$ cat config.mk
export PLATFORM = sky130hd
export DESIGN_NAME = pipe_ctrl
export DESIGN_NICKNAME = d
export VERILOG_FILES = /design/src/rtl/pipe_ctrl_pkg.sv /design/src/rtl/pipe_ctrl_redir_buf.sv /design/src/rtl/pipe_ctrl.sv
export SDC_FILE = /design/constraint.sdc
export NUM_CORES = 1
export LEC_CHECK = 0
export CELL_PAD_IN_SITES_DETAIL_PLACEMENT = 2
export CELL_PAD_IN_SITES_GLOBAL_PLACEMENT = 2
export CORE_MARGIN = 2
export CORE_UTILIZATION = 25
export DETAILED_ROUTE_END_ITERATION = 6
export PLACE_DENSITY_LB_ADDON = 0.1
export RECOVER_POWER = 100
export SKIP_LAST_GASP = 1
export SLEW_MARGIN = 20
export SYNTH_ARGS = -nofsm -noshare
export SYNTH_HDL_FRONTEND = slang
export SYNTH_HIERARCHICAL = 1
export SYNTH_SLANG_ARGS = --single-unit
$ cat constraint.sdc
create_clock -name clk -period 2.25 [get_ports clk]
set_input_delay 0.225 -clock clk [delete_from_list [all_inputs] [get_ports clk]]
set_output_delay 0.225 -clock clk [all_outputs]
set_load 0.03 [all_outputs]
$ cat src/rtl/pipe_ctrl_pkg.sv
// ---------------------------------------------------------------------------
// pipe_ctrl_pkg
// Shared definitions for the pipeline controller:
//   - REG_W        : PC / redirect address width, taken from `REG_BUS
//   - STG_*        : stage indices into the stall / flush vectors
//   - STALL_*      : stall vector encodings (each stage also freezes all
//                    stages upstream of it)
//   - FLUSH_*      : flush vector encodings for jump / exception redirects
//   - redir_state_e: pending-redirect FSM encoding
//   - stall_encode : priority encoder from stage requests to stall vector
// ---------------------------------------------------------------------------
`ifndef REG_BUS
`define REG_BUS 32
`endif

package pipe_ctrl_pkg;

    localparam int REG_W = `REG_BUS;

    localparam int STG_PC  = 0;
    localparam int STG_IF  = 1;
    localparam int STG_ID  = 2;
    localparam int STG_EX  = 3;
    localparam int STG_MEM = 4;
    localparam int STG_WB  = 5;
    localparam int NUM_STG = STG_WB + 1;

    // A stalling stage holds itself and every stage in front of it.
    localparam logic [NUM_STG-1:0] STALL_NONE = 6'b000000;
    localparam logic [NUM_STG-1:0] STALL_IF   = (6'b000001 << (STG_IF  + 1)) - 6'b000001;
    localparam logic [NUM_STG-1:0] STALL_ID   = (6'b000001 << (STG_ID  + 1)) - 6'b000001;
    localparam logic [NUM_STG-1:0] STALL_EX   = (6'b000001 << (STG_EX  + 1)) - 6'b000001;
    localparam logic [NUM_STG-1:0] STALL_MEM  = (6'b000001 << (STG_MEM + 1)) - 6'b000001;

    localparam logic [NUM_STG-1:0] FLUSH_NONE = 6'b000000;
    localparam logic [NUM_STG-1:0] FLUSH_JUMP = 6'b000001 << STG_IF;
    localparam logic [NUM_STG-1:0] FLUSH_EXCP = (6'b000001 << STG_IF) |
                                                (6'b000001 << STG_ID) |
                                                (6'b000001 << STG_EX);

    typedef enum logic [1:0] {
        IDLE   = 2'd0,
        PEND_J = 2'd1,
        PEND_E = 2'd2
    } redir_state_e;

    // Highest (most downstream) requesting stage decides the stall vector.
    function automatic logic [NUM_STG-1:0] stall_encode(
        input logic if_req,
        input logic id_req,
        input logic ex_req,
        input logic mem_req
    );
        logic [NUM_STG-1:0] vec;
        if (mem_req) begin
            vec = STALL_MEM;
        end else if (ex_req) begin
            vec = STALL_EX;
        end else if (id_req) begin
            vec = STALL_ID;
        end else if (if_req) begin
            vec = STALL_IF;
        end else begin
            vec = STALL_NONE;
        end
        return vec;
    endfunction

endpackage

$ cat src/rtl/pipe_ctrl_redir_buf.sv
// ---------------------------------------------------------------------------
// pipe_ctrl_redir_buf
// Redirect priority mux plus a one-entry pending buffer for redirects that
// arrive while the PC stage is frozen.
// Ports:
//   clk, rst_n          clock, async active-low reset
//   stall_pc            1 = PC stage frozen this cycle
//   jump_req / jump_pc  branch redirect request and target
//   excp_req / excp_pc  exception redirect request and target
//   redir_valid         redirect issued this cycle (combinational)
//   redir_excp          issued redirect is an exception
//   redir_pc            issued target, 0 when no redirect
// Priority: pending entry, then exception, then jump. A buffered jump is
// overwritten by a later exception; a buffered exception is never replaced.
// Requests arriving in the cycle a pending entry is issued are dropped.
// ---------------------------------------------------------------------------
module pipe_ctrl_redir_buf
    import pipe_ctrl_pkg::*;
#(
    parameter int REG_W_P = REG_W
) (
    input  logic               clk,
    input  logic               rst_n,
    input  logic               stall_pc,
    input  logic               jump_req,
    input  logic [REG_W_P-1:0] jump_pc,
    input  logic               excp_req,
    input  logic [REG_W_P-1:0] excp_pc,
    output logic               redir_valid,
    output logic               redir_excp,
    output logic [REG_W_P-1:0] redir_pc
);

    redir_state_e       state_r;
    redir_state_e       state_next_s;
    logic [REG_W_P-1:0] pend_pc_r;
    logic [REG_W_P-1:0] pend_pc_next_s;

    // State and pending-address registers.
    always_ff @(posedge clk or negedge rst_n) begin
        if (!rst_n) begin
            state_r   <= IDLE;
            pend_pc_r <= {REG_W_P{1'b0}};
        end else begin
            state_r   <= state_next_s;
            pend_pc_r <= pend_pc_next_s;
        end
    end

    // Next-state, buffer update and zero-latency redirect issue.
    always_comb begin
        state_next_s   = state_r;
        pend_pc_next_s = pend_pc_r;
        redir_valid    = 1'b0;
        redir_excp     = 1'b0;
        redir_pc       = {REG_W_P{1'b0}};
        case (state_r)
            IDLE: begin
                if (excp_req) begin
                    if (stall_pc) begin
                        state_next_s   = PEND_E;
                        pend_pc_next_s = excp_pc;
                    end else begin
                        redir_valid = 1'b1;
                        redir_excp  = 1'b1;
                        redir_pc    = excp_pc;
                    end
                end else if (jump_req) begin
                    if (stall_pc) begin
                        state_next_s   = PEND_J;
                        pend_pc_next_s = jump_pc;
                    end else begin
                        redir_valid = 1'b1;
                        redir_pc    = jump_pc;
                    end
                end else begin
                    state_next_s = IDLE;
                end
            end
            PEND_J: begin
                if (!stall_pc) begin
                    redir_valid    = 1'b1;
                    redir_pc       = pend_pc_r;
                    state_next_s   = IDLE;
                    pend_pc_next_s = {REG_W_P{1'b0}};
                end else if (excp_req) begin
                    // Exception supersedes the buffered branch.
                    state_next_s   = PEND_E;
                    pend_pc_next_s = excp_pc;
                end else begin
                    state_next_s = PEND_J;
                end
            end
            PEND_E: begin
                if (!stall_pc) begin
                    redir_valid    = 1'b1;
                    redir_excp     = 1'b1;
                    redir_pc       = pend_pc_r;
                    state_next_s   = IDLE;
                    pend_pc_next_s = {REG_W_P{1'b0}};
                end else begin
                    state_next_s = PEND_E;
                end
            end
            default: begin
                state_next_s   = IDLE;
                pend_pc_next_s = {REG_W_P{1'b0}};
            end
        endcase
    end

endmodule

$ cat src/rtl/pipe_ctrl.sv
// ---------------------------------------------------------------------------
// pipe_ctrl
// Central pipeline controller: stall vector generation, redirect arbitration
// toward the fetch unit (via pipe_ctrl_redir_buf), flush pulses and a sticky
// stall watchdog.
// Ports:
//   clk, rst_n                      clock, async active-low reset
//   if/id/ex/mem_stall_req_i        per-stage stall requests
//   jump_req_i, jump_pc_i           branch redirect from decode
//   excp_req_i, excp_pc_i           trap / interrupt / mret redirect
//   stall_o[5:0]                    [0]pc [1]if [2]id [3]ex [4]mem [5]wb hold
//   flush_o[5:0]                    same indexing, clear pipeline register
//   redirect_req_o/excp_o/pc_o      redirect toward fetch (same cycle)
//   stall_timeout_o                 sticky: STALL_TIMEOUT consecutive stalls
// Optional build macro PIPE_CTRL_PERF_EN adds:
//   stall_cycles_o[31:0]            cycles with stall_o[0]=1, wrapping
//   redirect_cnt_o[15:0]            accepted redirects, wrapping
// ---------------------------------------------------------------------------
module pipe_ctrl
    import pipe_ctrl_pkg::*;
#(
    parameter int REG_W_P       = REG_W,
    parameter int STALL_TIMEOUT = 1024,
    parameter int CNT_W         = 16
) (
    input  logic               clk,
    input  logic               rst_n,
    input  logic               if_stall_req_i,
    input  logic               id_stall_req_i,
    input  logic               ex_stall_req_i,
    input  logic               mem_stall_req_i,
    input  logic               jump_req_i,
    input  logic [REG_W_P-1:0] jump_pc_i,
    input  logic               excp_req_i,
    input  logic [REG_W_P-1:0] excp_pc_i,
    output logic [5:0]         stall_o,
    output logic [5:0]         flush_o,
    output logic               redirect_req_o,
    output logic               redirect_excp_o,
    output logic [REG_W_P-1:0] redirect_pc_o,
    output logic               stall_timeout_o
`ifdef PIPE_CTRL_PERF_EN
    ,
    output logic [31:0]        stall_cycles_o,
    output logic [15:0]        redirect_cnt_o
`endif
);

    logic [5:0]       stall_raw_s;
    logic [5:0]       flush_s;
    logic             redir_valid_s;
    logic             redir_excp_s;
    logic [CNT_W-1:0] stall_cnt_r;
    logic [CNT_W-1:0] stall_cnt_next_s;
    logic             timeout_r;

    // Stall vector from stage requests.
    always_comb begin
        stall_raw_s = stall_encode(if_stall_req_i, id_stall_req_i,
                                   ex_stall_req_i, mem_stall_req_i);
    end

    pipe_ctrl_redir_buf #(
        .REG_W_P (REG_W_P)
    ) u_redir_buf (
        .clk         (clk),
        .rst_n       (rst_n),
        .stall_pc    (stall_raw_s[STG_PC]),
        .jump_req    (jump_req_i),
        .jump_pc     (jump_pc_i),
        .excp_req    (excp_req_i),
        .excp_pc     (excp_pc_i),
        .redir_valid (redir_valid_s),
        .redir_excp  (redir_excp_s),
        .redir_pc    (redirect_pc_o)
    );

    // Flush pulse accompanies an accepted redirect; flush wins over stall.
    always_comb begin
        if (redir_valid_s) begin
            flush_s = redir_excp_s ? FLUSH_EXCP : FLUSH_JUMP;
        end else begin
            flush_s = FLUSH_NONE;
        end
        stall_o         = stall_raw_s & ~flush_s;
        flush_o         = flush_s;
        redirect_req_o  = redir_valid_s;
        redirect_excp_o = redir_excp_s;
    end

    // Watchdog counter next value: saturating count of consecutive stalls.
    always_comb begin
        if (stall_raw_s == STALL_NONE) begin
            stall_cnt_next_s = {CNT_W{1'b0}};
        end else if (stall_cnt_r == {CNT_W{1'b1}}) begin
            stall_cnt_next_s = stall_cnt_r;
        end else begin
            stall_cnt_next_s = stall_cnt_r + {{(CNT_W-1){1'b0}}, 1'b1};
        end
    end

    // Watchdog counter and sticky timeout flag.
    always_ff @(posedge clk or negedge rst_n) begin
        if (!rst_n) begin
            stall_cnt_r <= {CNT_W{1'b0}};
            timeout_r   <= 1'b0;
        end else begin
            stall_cnt_r <= stall_cnt_next_s;
            timeout_r   <= timeout_r | (stall_cnt_next_s >= CNT_W'(STALL_TIMEOUT));
        end
    end

    assign stall_timeout_o = timeout_r;

`ifdef PIPE_CTRL_PERF_EN
    logic [31:0] stall_cycles_r;
    logic [15:0] redirect_cnt_r;

    // Free-running performance counters.
    always_ff @(posedge clk or negedge rst_n) begin
        if (!rst_n) begin
            stall_cycles_r <= 32'd0;
            redirect_cnt_r <= 16'd0;
        end else begin
            if (stall_raw_s[STG_PC]) begin
                stall_cycles_r <= stall_cycles_r + 32'd1;
            end
            if (redir_valid_s) begin
                redirect_cnt_r <= redirect_cnt_r + 16'd1;
            end
        end
    end

    assign stall_cycles_o = stall_cycles_r;
    assign redirect_cnt_o = redirect_cnt_r;
`endif

endmodule
==> flow_results.org, run 1 <==
** Outcome
- The run finished with clean final reports.

** STA
- Highest attainable clock frequency :: 467 MHz
- The number of max-slew violations in the final report is 0.
- The hold violation total from the final report is 0.
- Setup violations remaining at the end of the flow were counted as 0.
- Subtracting the final worst setup slack from the clock period gives ~2.1 ns.
- Max Clock Skew :: 0.00786 ns
- Final hold slack :: roughly 0.4 ns
- The worst pin sits at a relative slew slack of 0.0651.
- After layout, the worst setup slack is 0.110 ns.
- Setup_tns :: 0 ns
- In the finished design, the share of the clock period the worst path needs comes to 0.951.
- At the pin with the least slew margin, the transition time is 1.40 ns.

** Place
- Input and output buffers added on the ports amount to between 100 and 150.
- Final weighted congestion in routability-driven placement :: around 0.77
- Post-detail-place hpwl :: approximately 11000 um
- Post-placement worst setup slack :: -0.102 ns
- DP Area :: 0.00530 sq mm

** Worst setup path
- List of cells traversed by the critical path :: inv_1 -> ha_4 -> and4bb_4 -> buf_12 -> a21oi_1 -> nor2_1 -> buf_4
- Critical path class :: flip-flop to output port
- Crit path launch type :: flip-flop
- Max stage delay on crit path :: approximately 0.4 ns
- At the worst endpoint, the required time is between 2 and 2.5 ns.
- The number of cells on the worst reg-to-reg path is 6.
- The slowest stage of the critical path belongs to the cell dfrtp_1.
- Data on the critical path arrives at its endpoint at around 1.9 ns.
- The setup check on the worst reg-to-reg path leaves a slack of about 0.25 ns.
- Critical register-to-register path startpoint :: stall_cnt_r[0]
- Crit path capture type :: output port
- Worst Path Max Fanout :: 12
- In this run the critical register-to-register path is captured at stall_timeout_o.

** Synthesis
- Syn Inst Count :: between 400 and 500
- Synthesis instantiated 54 different standard cells from the library.
- For this run, the register share of the synthesized area comes to 0.326.
- Number of synthesized flops with an enable pin :: 0
- By area the synthesized netlist is led by dfrtp_1, mux2_2, a21oi_1, nor2_1, a32oi_1.
- Share of the synthesized area in the top cell type :: 0.326
- Among all flip-flop cells after synthesis, the most frequent one is dfrtp_1.
- After synthesis the netlist holds a flip-flop and latch count of 51.
- The average instance in the mapped netlist occupies roughly 8.4 sq um.
- The largest total area in the synthesized netlist belongs to dfrtp_1.
- Yosys printed 6 warnings.
- For this run, asynchronously set or reset flops after synthesis account for 1.00.
- Summing every instance area after synthesis gives slightly below 0.004 sq mm.

** Clock network
- The clock passes through at most 2 buffers.
- TritonCTS created 5 clock buffers.
- Number of clock sinks seen by CTS :: 51
- Clk root buf :: clkbuf_16
- CTS tree :: built
- In this run the number of H-tree levels came out at 2.
- Source-to-sink clock delay at the later pin of the worst-skew pair :: about 0.32 ns
- Clock-pin slew of the registers on the worst-case setup and hold paths :: about 0.070 ns

** Power
- Design internal power :: between 3 and 4 mW
- Net Switching :: around 2.3 mW
- Total power density per cell area :: between 900 and 1000 mW/mm^2
- Comb pwr share :: 0.548
- Of the total power, registers draw 0.293.
- Of the total power, the share spent switching nets is 0.428.
- Summed over all cells, the static leakage comes to around 2.3 nW.
- Clock network power share :: 0.159
- VDD sags by at most 0.371 mV.

** Worst hold path
- The tightest min-delay check is of the primary input to flip-flop type.
- Number of instances on the worst hold path :: 4
- Startpoint of the worst hold path :: excp_req_i
- The worst hold path terminates at u_redir_buf/state_r[1].

** Floorplan
- Num ports :: roughly 120
- Die boundary width :: about 130 um
- The die is around 130 um tall.
- The core region is roughly 0.015 sq mm.
- Row generation in the floorplan step produced 45 rows.
- For this configuration, the core starts out at a cell density of 0.257.
- DIE AREA :: 0.0167 sq mm

** Global routing
- Antenna violations before repair :: 0
- Number of global-route vias before repair :: approximately 4600
- The first global-routing pass estimated 25300 um of wire.
- Overall routing resource usage :: 0.192
- Pin count of the biggest net entering global routing :: between 50 and 60
- The total overflow left after global routing is 0.

** Routing
- Length of the first detailed-routing pass in iterations :: 4
- In the final routed layout, each cell accounts on average for 19.7 um.
- The detail route stage leaves a number of antenna-violating nets equal to 0.
- Iter 0 DRT Violations :: about 210
- Post-detailed-route via-to-cell ratio :: 5.33
- For this run, design rule violations remaining after detail routing come to 0.
- Total number of vias :: approximately 4200
- For this block, the routed nets add up to about 15000 um of wire.

** Finish
- # nets final :: approximately 650
- Leading cell type in the layout, fill and taps excluded :: nor2_1
- Diode count :: 0
- Fraction of final layout cells sized beyond drive strength 1 :: 0.233
- Finished Cell Area :: about 0.0056 sq mm
- In the layout the commonest cells are nor2_1, clkdlybuf4s50_1, a21oi_1, buf_4, dfrtp_1.
- From synthesis to final layout, the design area changed by 42.5%.

** Job
- Max-cap violations in this run came to 0.
==> state kept, by name, indices dropped and copies added (netlist names) <==
| register | cells |
|---|---|
| u_redir_buf/pend_pc_r | 32 |
| stall_cnt_r | 16 |
| stall_timeout_o | 1 |
| u_redir_buf/state_r | 2 |
==> final cells by class <==
class | instances | area (sq um)
repair buffers | 151 | 1460
flip-flops and latches | 51 | 1280
well taps | 211 | 264
multi-input cells | 358 | 2410
clock buffers | 8 | 156
inverters | 6 | 25.0
fillers | 1718 | 9670
==> worst max-delay path by stage <==
stage / from / to / cells past startpoint
after global placement: mem_stall_req_i / redirect_pc_o[30] / 8
after floorplan: u_redir_buf/state_r[0] / stall_o[2] / 9
final: u_redir_buf/state_r[0] / redirect_pc_o[30] / 7
after global routing: u_redir_buf/state_r[1] / redirect_pc_o[30] / 7
after CTS: mem_stall_req_i / redirect_pc_o[1] / 9
after detailed placement: mem_stall_req_i / redirect_pc_o[30] / 8
==> power by group through the flow <==
stage / clock, mW / combinational (mW) / sequential (mW)
after floorplan: 0 / 1.83 / 1.49
after global placement: 0 / 2.60 / 1.57
after detailed placement: 0 / 2.69 / 1.58
after CTS: 0.898 / 2.79 / 1.57
after global routing: 0.922 / 3.25 / 1.63
final: 0.854 / 2.94 / 1.57
==> per-stage QoR <==
stage | total power [mW] | utilization | instances
global route | 5.80 | 0.366 | 785
finish | 5.36 | 0.366 | 785
global placement | 4.16 | 0.347 | 767
floorplan | 3.31 | - | 471
detailed placement | 4.27 | 0.347 | 767
CTS | 5.25 | 0.364 | 781
==> synthesized netlist by cell type, types with 5 or more instances <==
library cell,number
clkbuf_1,21
nand3_1,5
a31oi_1,32
a21oi_1,63
mux2_2,32
a22oi_1,31
and3_1,5
nand4_1,9
ha_1,6
inv_1,6
nor3_1,10
xor2_1,7
nand2_1,7
buf_4,8
nor2_1,77
dfrtp_1,51
a32oi_1,29
buf_2,18
buf_1,7
==> logic make-up (layout without fill, tap and decap cells) <==
group / count (synthesis) / count (layout) / synth area share
flops: 51 / 51 / 0.326
buf+inv: 62 / 165 / 0.0766
other cells: 1 / 4 / 0.000957
fa+ha+maj: 6 / 6 / 0.0192
mux: 34 / 34 / 0.0983
simple gates: 132 / 132 / 0.163
xor+xnor: 8 / 8 / 0.0179
compound gates: 174 / 174 / 0.298
==> critical path, delay by kind of cell, from the launching register on <==
kind                       cells  cell delay [ns]
adders and majority gates      1             0.22
buffers and inverters          3             0.47
DFF                            1             0.40
and+or+nand+nor                2             0.44
AOI/OAI and AO/OA              1             0.07
==> timing repair <==
item / in CTS / in global routing
pin swaps: 3 / 5
hold buffers: 1 / 0
cloned: 1 / 1
hold endpoints to repair: 51 / 0
setup endpoints to repair: 37 / 31
buffers inserted: 4 / 4
gates resized for setup: 9 / 5
==> metal layers <==
metal / track usage / up-vias / part of all wire
met5: 0 / - / 0
met3: 0.0285 / 11 / 0.033
li1: - / 1977 / -
met4: 0.0524 / 0 / 0.012
met2: 0.335 / 78 / 0.51
met1: 0.246 / 2119 / 0.45
Note: power is estimated with default switching activity, not from simulation.
==> run 2, diff against run 1 <==
--- a/config.mk
+++ b/config.mk
@@ -9,6 +9,7 @@
 export CELL_PAD_IN_SITES_GLOBAL_PLACEMENT = 2
 export CORE_MARGIN = 2
 export CORE_UTILIZATION = 25
+export CTS_CLUSTER_DIAMETER = 60
 export DETAILED_ROUTE_END_ITERATION = 6
 export PLACE_DENSITY_LB_ADDON = 0.1
 export RECOVER_POWER = 100
==> results of run 2 <==
Same layout as run 1: the final DEF is identical, and so are final timing and power.
==> run 3, diff against run 2 <==
--- a/config.mk
+++ b/config.mk
@@ -5,6 +5,7 @@
 export SDC_FILE = /design/constraint.sdc
 export NUM_CORES = 1
 export LEC_CHECK = 0
+export CAP_MARGIN = 20
 export CELL_PAD_IN_SITES_DETAIL_PLACEMENT = 2
 export CELL_PAD_IN_SITES_GLOBAL_PLACEMENT = 2
 export CORE_MARGIN = 2
==> results of run 3 <==
Same layout as run 1: the final DEF is identical, and so are final timing and power.
